===== src/rtl/load_store_unit.sv =====
// Load/store unit: 32-bit word-addressed data memory port with byte/half/word
// access, sign/zero extension and read-modify-write for sub-word stores.
// Optional MISALIGN_TRAP_EN: misaligned half/word accesses complete with resp_err.
module load_store_unit (
    input  logic        clk,
    input  logic        rst_n,
    input  logic        req_valid,
    output logic        req_ready,
    input  logic        req_we,
    input  logic [1:0]  req_size,
    input  logic        req_unsigned,
    input  logic [31:0] req_addr,
    input  logic [31:0] req_wdata,
    output logic        resp_valid,
    output logic [31:0] resp_rdata,
    output logic        resp_err,
    output logic        mem_we,
    output logic [31:0] mem_addr,
    output logic [31:0] mem_wdata,
    input  logic [31:0] mem_rdata
);

    typedef enum logic [1:0] {IDLE, ACCESS, MERGE, RESP} state_t;

    localparam logic [1:0] SIZE_BYTE = 2'b00;
    localparam logic [1:0] SIZE_HALF = 2'b01;
    localparam logic [1:0] SIZE_WORD = 2'b10;

    state_t      state_q, state_d;
    logic        we_q;
    logic [1:0]  size_q;
    logic        unsigned_q;
    logic [31:0] addr_q;
    logic [31:0] wdata_q;
    logic [31:0] word_q;
    logic [31:0] rdata_q;

    logic        accept;
    logic        misalign;
    logic        err;
    logic        sub_store;
    logic [7:0]  byte_sel;
    logic [15:0] half_sel;
    logic [31:0] load_ext;
    logic [31:0] merged;
    logic [31:0] word_addr;

    assign accept    = req_valid && req_ready;
    assign word_addr = {addr_q[31:2], 2'b00};

`ifdef MISALIGN_TRAP_EN
    assign misalign = ((size_q == SIZE_HALF) && addr_q[0]) ||
                      ((size_q == SIZE_WORD) && (addr_q[1:0] != 2'b00));
`else
    assign misalign = 1'b0;
`endif

    assign err       = (size_q == 2'b11) || misalign;
    assign sub_store = we_q && !err && ((size_q == SIZE_BYTE) || (size_q == SIZE_HALF));

    // Lane extraction and extension for loads (little-endian lanes).
    always_comb begin
        // NOTE: every always_comb output gets a default first so no path leaves it unassigned (no latch).
        byte_sel = mem_rdata[7:0];
        case (addr_q[1:0])
            2'd1:    byte_sel = mem_rdata[15:8];
            2'd2:    byte_sel = mem_rdata[23:16];
            2'd3:    byte_sel = mem_rdata[31:24];
            default: byte_sel = mem_rdata[7:0];
        endcase
        half_sel = addr_q[1] ? mem_rdata[31:16] : mem_rdata[15:0];
        case (size_q)
            SIZE_BYTE: load_ext = {{24{~unsigned_q & byte_sel[7]}}, byte_sel};
            SIZE_HALF: load_ext = {{16{~unsigned_q & half_sel[15]}}, half_sel};
            SIZE_WORD: load_ext = mem_rdata;
            default:   load_ext = 32'h0;
        endcase
    end

    // Replace the target lane of the captured word for sub-word stores.
    always_comb begin
        merged = word_q;
        if (size_q == SIZE_BYTE) begin
            case (addr_q[1:0])
                2'd1:    merged[15:8]  = wdata_q[7:0];
                2'd2:    merged[23:16] = wdata_q[7:0];
                2'd3:    merged[31:24] = wdata_q[7:0];
                default: merged[7:0]   = wdata_q[7:0];
            endcase
        end else if (addr_q[1]) begin
            merged[31:16] = wdata_q[15:0];
        end else begin
            merged[15:0] = wdata_q[15:0];
        end
    end

    always_ff @(posedge clk or negedge rst_n) begin
        // NOTE: sequential state uses non-blocking assignments so all registers update together at the edge.
        if (!rst_n) begin
            state_q <= IDLE;
        end else begin
            state_q <= state_d;
        end
    end

    always_comb begin
        state_d = state_q;
        case (state_q)
            IDLE:    if (accept) state_d = ACCESS;
            ACCESS:  state_d = sub_store ? MERGE : RESP;
            MERGE:   state_d = RESP;
            RESP:    state_d = IDLE;
            default: state_d = IDLE;
        endcase
    end

    always_ff @(posedge clk or negedge rst_n) begin
        if (!rst_n) begin
            we_q       <= 1'b0;
            size_q     <= 2'b00;
            unsigned_q <= 1'b0;
            addr_q     <= 32'h0;
            wdata_q    <= 32'h0;
            word_q     <= 32'h0;
            rdata_q    <= 32'h0;
        end else begin
            if (accept) begin
                we_q       <= req_we;
                size_q     <= req_size;
                unsigned_q <= req_unsigned;
                addr_q     <= req_addr;
                wdata_q    <= req_wdata;
            end
            if (state_q == ACCESS) begin
                if (sub_store) word_q <= mem_rdata;
                rdata_q <= (!we_q && !err) ? load_ext : 32'h0;
            end
        end
    end

    // req_ready is gated by rst_n so it reads 0 while reset is held.
    always_comb begin
        req_ready  = 1'b0;
        resp_valid = 1'b0;
        resp_rdata = 32'h0;
        resp_err   = 1'b0;
        mem_we     = 1'b0;
        mem_addr   = 32'h0;
        mem_wdata  = 32'h0;
        case (state_q)
            IDLE:   req_ready = rst_n;
            ACCESS: begin
                mem_addr = word_addr;
                if (we_q && !err && (size_q == SIZE_WORD)) begin
                    mem_we    = 1'b1;
                    mem_wdata = wdata_q;
                end
            end
            MERGE: begin
                mem_addr  = word_addr;
                mem_we    = 1'b1;
                mem_wdata = merged;
            end
            RESP: begin
                resp_valid = 1'b1;
                resp_err   = err;
                resp_rdata = rdata_q;
            end
            default: ;
        endcase
    end

endmodule


===== config.mk =====
export PLATFORM = sky130hd
export DESIGN_NAME = load_store_unit
export DESIGN_NICKNAME = d
export VERILOG_FILES = /design/src/rtl/load_store_unit.sv
export SDC_FILE = /design/constraint.sdc
export NUM_CORES = 1
export LEC_CHECK = 0
export CAP_MARGIN = 20
export CORE_MARGIN = 1
export CORE_UTILIZATION = 35
export DETAILED_ROUTE_END_ITERATION = 6
export GPL_TIMING_DRIVEN = 0
export PLACE_DENSITY = 0.67
export SETUP_SLACK_MARGIN = 0.4
export SLEW_MARGIN = 25
export SYNTH_ARGS = -nofsm -noshare
export SYNTH_HDL_FRONTEND = slang
export SYNTH_SLANG_ARGS = --single-unit

===== constraint.sdc =====
create_clock -name clk -period 3.6 [get_ports clk]
set_input_delay 1.08 -clock clk [delete_from_list [all_inputs] [get_ports clk]]
set_output_delay 1.08 -clock clk [all_outputs]
set_load 0.02 [all_outputs]

; Word-level counts from Yosys, hierarchy flattened
; Cells that the tools add are included.
[op_classes]
eq_ne = 10
n_reduce_logical = 13
n_bitwise = 3
n_mux = 23
[ops]
columns = operator, count
row1 = $mux 32, 5
row2 = $pmux 32 s3, 1
row3 = $pmux 32 s2, 1
row4 = $mux 16, 3
row5 = $mux 8, 4
row6 = $pmux 8 s3, 1
row7 = $eq 2x2->1 const B, 6
row8 = $pmux 2 s4, 1
row9 = $eq 2x1->1 const B, 3
row10 = $logic_and 1x1->1, 5
row11 = $mux 1, 5
row12 = $logic_not 2->1, 2
row13 = $reduce_or 3->1, 1
row14 = $and 1x1->1, 2
row15 = $logic_not 1->1, 2
row16 = $mux 2, 1
row17 = $ne 2x2->1 const B, 1
row18 = $pmux 1 s2, 1
row19 = $reduce_and 2->1, 1
row20 = $reduce_or 2->1, 1
row21 = $logic_or 1x1->1, 1
row22 = $not 1->1, 1
[totals]
output_inout_bits = 100
ff_bits = 134
elab_cells = 57
inputBits = 103

; Logic depth before layout (Yosys ltp)
[depth]
word_depth = 6
depth_mapped = 7
ltp_nobuf = 5

; Least setup slack after synthesis
; Ideal clock, no wire load.
[synth_timing]
path_type = register to output
from = register state_q[1]
to = output port mem_wdata[22]
t_arrival_ns = 1.794
path_stages_with_launch = 8
setup_slack_ns = 0.726
required_time_ns = 2.520
path_buffers = 2
path_cell_list = dfrtp_1 -> inv_1 -> ha_1 -> and2_1 -> buf_2 -> clkbuf_1 -> nand2_1 -> o211ai_1
[synth_between]
elab_chain_cells = 2
elab_cells_between_ends = 3
classes_between = 2 x eq/ne / 1 x mux
[synth_rtl]
columns = element, line_no
row1 = "start, declared", 29  ; state_t state_q, state_d;
row2 = "start signal, assigned", 102  ; state_q <= state_d;
row3 = $eq 2x2->1 or $eq 2x1->1 (tied branches), 150  ; case (state_q)
row4 = $pmux 32 s2 *, 150
row5 = "end, declared", 19  ; output logic [31:0] mem_wdata,
; Every way passes the cells marked *; elsewhere a longest branch is shown, timed or not.

; Final worst setup path
[layout_timing]
from = register size_q[1]
to = output port mem_wdata[3]
[layout_between]
elab_chain_cells = 6
elab_cells_between_ends = 9
classes_between = 2 x eq/ne / 3 x mux / 4 x reduce/logical
[layout_rtl]
columns = element, line_no
row1 = "start, declared", 31  ; logic [1:0] size_q;
row2 = "start signal, assigned", 129  ; size_q <= req_size;
row3 = $eq 2x2->1, 58  ; assign err = (size_q == 2'b11) || misalign;
row4 = $logic_not 1->1, 154  ; if (we_q && !err && (size_q == SIZE_WORD)) begin
row5 = $logic_and 1x1->1 (2 in a row), 154
row6 = $mux 32, 154
row7 = $pmux 32 s2 *, 150
; Marks and branches as above.

==> metrics.md <==
| Metric | Value |
|---|---|
| Most frequent cells in the layout | `dfrtp_1 (131), mux2_2 (118), clkdlybuf4s50_1 (104)` |
| Fin crit period | `3.247 ns` |
| Pleak | `5.213 nW` |
| Die area | `0.02198 mm2` |
| Vias per std cell | `5.573` |
| Synth Warn # | `0` |
| Synth Instances | `686` |
| Setup TNS | `0 ns` |
| Synth-to-layout area growth | `49.51%` |
| CP Cell Sequence | `or3b_4 > buf_6 > a32o_2 > a22o_1 > buf_6` |
| Setup CP Type | `reg -> out` |
| Slew headroom | `59.73%` |
| GR Util All Layers | `23.31%` |
| Mapped Avg Cell Area | `10.91 um2` |
| 1st-pass router iterations | `5` |
| Maxcap violations | `0` |
| Total core area | `0.02102 mm2` |
| Worst Max-Slew Pin Slew | `0.6040 ns` |
| Share of cells above drive strength 1 | `35.28%` |
| Vias after detailed routing | `6799` |
| Inserted Clock Buffers | `17` |
| Power consumption | `10.46 mW` |
| FFs w/ async S/R, synth | `100.0%` |
| Crit share post-route | `90.20%` |
| Arrival @ worst endpoint | `2.17 ns` |
| Chip Width | `148.2 um` |
| Site Rows | `53` |
| Peak supply drop | `0.0004898 V` |
| DRT antenna net count | `0` |
| Hpwl dp | `18110 um` |
| Synth Register Bits | `134` |
| Register area share after synthesis | `44.79%` |
| Clock slew at reported path FFs | `0.06 ns` |
| CTS tree | `built` |
| Top Ports | `203` |
| First-pass GRT wire length | `38380 um` |
| Fin. max-slew vios | `0` |
| Largest net degree at the start of global routing | `38` |
| Drt wl/cell | `21.12 um` |
| DRC Markers | `0` |
| Design Area, Final | `0.01119 mm2` |
| Die Y | `148.2 um` |
| Unrepaired setup endpoints after global routing | `yes` |
| Final #Nets | `1039` |
| Initial antenna violation count | `2` |
| Pwr dens | `934.4 mW/mm2` |
| Vias in the first global route | `6684` |
| Commonest non-fill, non-tap cell in the layout | `dfrtp_1` |
| Required @ worst endpoint | `2.52 ns` |
| GPL Wtd Cong | `0.8759` |
| Max frequency | `307.9 MHz` |
| Clock Skews | `0.006210 ns` |
| CP most frequent cell | `buf_6` |
| Skew-Pair Late Insertion Delay | `0.42 ns` |
| IO Port Bufs | `200` |
| Prevailing post-synth register cell | `dfrtp_1` |
| Hold slack | `0.4809 ns` |
| DRT iter0 DRCs | `545` |
| Crit. End Element | `output port` |
| CP max FO | `10` |
| Initial cell density of the core | `35.61%` |
| Tightest Hold Check Type | `reg -> reg` |
| Status | `completed` |
| Clk sinks | `134` |
| Library cells used by synthesis | `54` |
| Hold Vio Cnt, Final | `0` |
| # H-tree levels | `4` |
| Gr ovfl total | `0` |
| Clock buffer depth | `2` |
| Startpoint types | `flip-flop` |
| Mapped Area | `0.007486 mm2` |
| Slowest stage delay, CP | `0.46 ns` |
| Placed instance area | `0.009868 mm2` |
| Post-synth EDFFs | `0` |
| Post-layout util | `53.24%` |
| Routed WL | `25770 um` |
| Critical Path Slowest Stage Cell | `dfrtp_2` |
| Clk root buf | `clkbuf_16` |
| Fillers | `1884` |
| CTS Hold Bufs | `0` |
| Setup violators final | `0` |
critical path: cells and delay by family (launching register included):
kind | cells | cell delay, ns
AND/OR/NAND/NOR | 1 | 0.42
AO/OA/AOI/OAI | 2 | 0.57
flip-flops | 1 | 0.46
buffers and inverters | 2 | 0.30
state kept, by name, summed over array words and instances, names as in the netlist:
name	count
rdata_q	32
wdata_q	32
addr_q	32
word_q	32
unsigned_q	1
size_q	2
we_q	1
state_q	2
synth_stat cells (3+ instances only):
| master | number | area share [%] |
|---|---|---|
| dfrtp_1 | 134 | 45 |
| mux2_2 | 118 | 18 |
| and2_1 | 64 | 5.3 |
| a21oi_1 | 57 | 3.8 |
| buf_2 | 27 | 1.8 |
| nand2_1 | 26 | 1.3 |
| a22oi_1 | 23 | 2.3 |
| clkbuf_1 | 22 | 1.1 |
| nor2b_1 | 20 | 1.7 |
| nand3_1 | 18 | 1.2 |
| a211oi_1 | 17 | 1.7 |
| a311oi_1 | 16 | 1.9 |
| o31ai_1 | 9 | 0.90 |
| a222oi_1 | 8 | 1.1 |
| a22o_1 | 8 | 0.94 |
| and3_1 | 8 | 0.67 |
| mux2i_1 | 8 | 1.1 |
| nand4_1 | 8 | 0.67 |
| o211ai_1 | 8 | 0.80 |
| o21ai_0 | 8 | 0.53 |
| a21boi_0 | 7 | 0.70 |
| o21bai_1 | 7 | 0.70 |
| o221ai_1 | 7 | 0.82 |
| or4b_1 | 7 | 0.94 |
| buf_4 | 5 | 0.50 |
| ha_1 | 5 | 0.84 |
| inv_1 | 5 | 0.25 |
| buf_6 | 3 | 0.45 |
worst paths after layout:
check                           start            to  slack [ns]  cells past startpoint
max                         size_q[1]  mem_wdata[3]        0.35                      5
min                        rdata_q[2]    rdata_q[2]        0.48                      2
max reg2reg                state_q[0]    word_q[19]        1.54                      7
min reg2reg                rdata_q[2]    rdata_q[2]        0.48                      2
max in group asynchronous       rst_n   rdata_q[31]        2.49                      2
min in group asynchronous       rst_n    word_q[27]        0.51                      1
per-stage QoR:
| stage | cells | worst slack, ns |
|---|---|---|
| after floorplan | 687 | 0.7256 |
| after global placement | 1162 | -5.013 |
| after detailed placement | 1163 | -0.3024 |
| after CTS | 1210 | 0.2533 |
| after global routing | 1220 | 0.2431 |
| final | 1220 | 0.3527 |
power by group:
part | total (mW) | switching, mW | internal (mW) | leakage, nW
registers | 2.83 | 0.597 | 2.23 | 1.65
logic | 5.74 | 3.07 | 2.67 | 3.26
clock network | 1.89 | 0.708 | 1.19 | 0.304
final cells by class:
cell class / count / area, um2 / share of cell area [%]
flip-flops and latches: 134 / 3357 / 29.99
plain buffers: 60 / 432.9 / 3.868
clock inverters: 14 / 196.4 / 1.755
well taps: 275 / 344.1 / 3.074
repair buffers: 225 / 2255 / 20.15
inverters: 6 / 30.03 / 0.2683
diodes: 1 / 2.502 / 0.02236
multi-input cells: 487 / 4135 / 36.95
clock buffers: 18 / 439.2 / 3.924
cell families (layout without fill, tap and decap cells):
group	Yosys count	after routing	synth area share, %
AOI/OAI and AO/OA	184	184	17.43
and+or+nand+nor	170	170	13.74
DFF	134	134	44.79
muxes	126	126	18.82
buffers and inverters	66	323	4.329
adders and majority gates	5	5	0.8357
other	1	3	0.05009
what timing repair did:
action | CTS | global route
gates cloned | 3 | 2
pin swaps | 8 | 28
buffers inserted | 12 | 7
setup endpoints to repair | 95 | 76
gates resized for setup | 248 | 143
per-layer routing:
metal / vias to the layer above / global-route usage [%] / wire length (um) / part of all wire, %
met5: - / 0 / 9 / 0.035
met4: 2 / 7.165 / 423 / 1.6
met3: 41 / 5.031 / 1845 / 7.2
met2: 305 / 37.32 / 12300 / 48
met1: 3389 / 31.42 / 11190 / 43
li1: 3062 / - / - / -
Note: power is estimated with default switching activity, not from simulation.
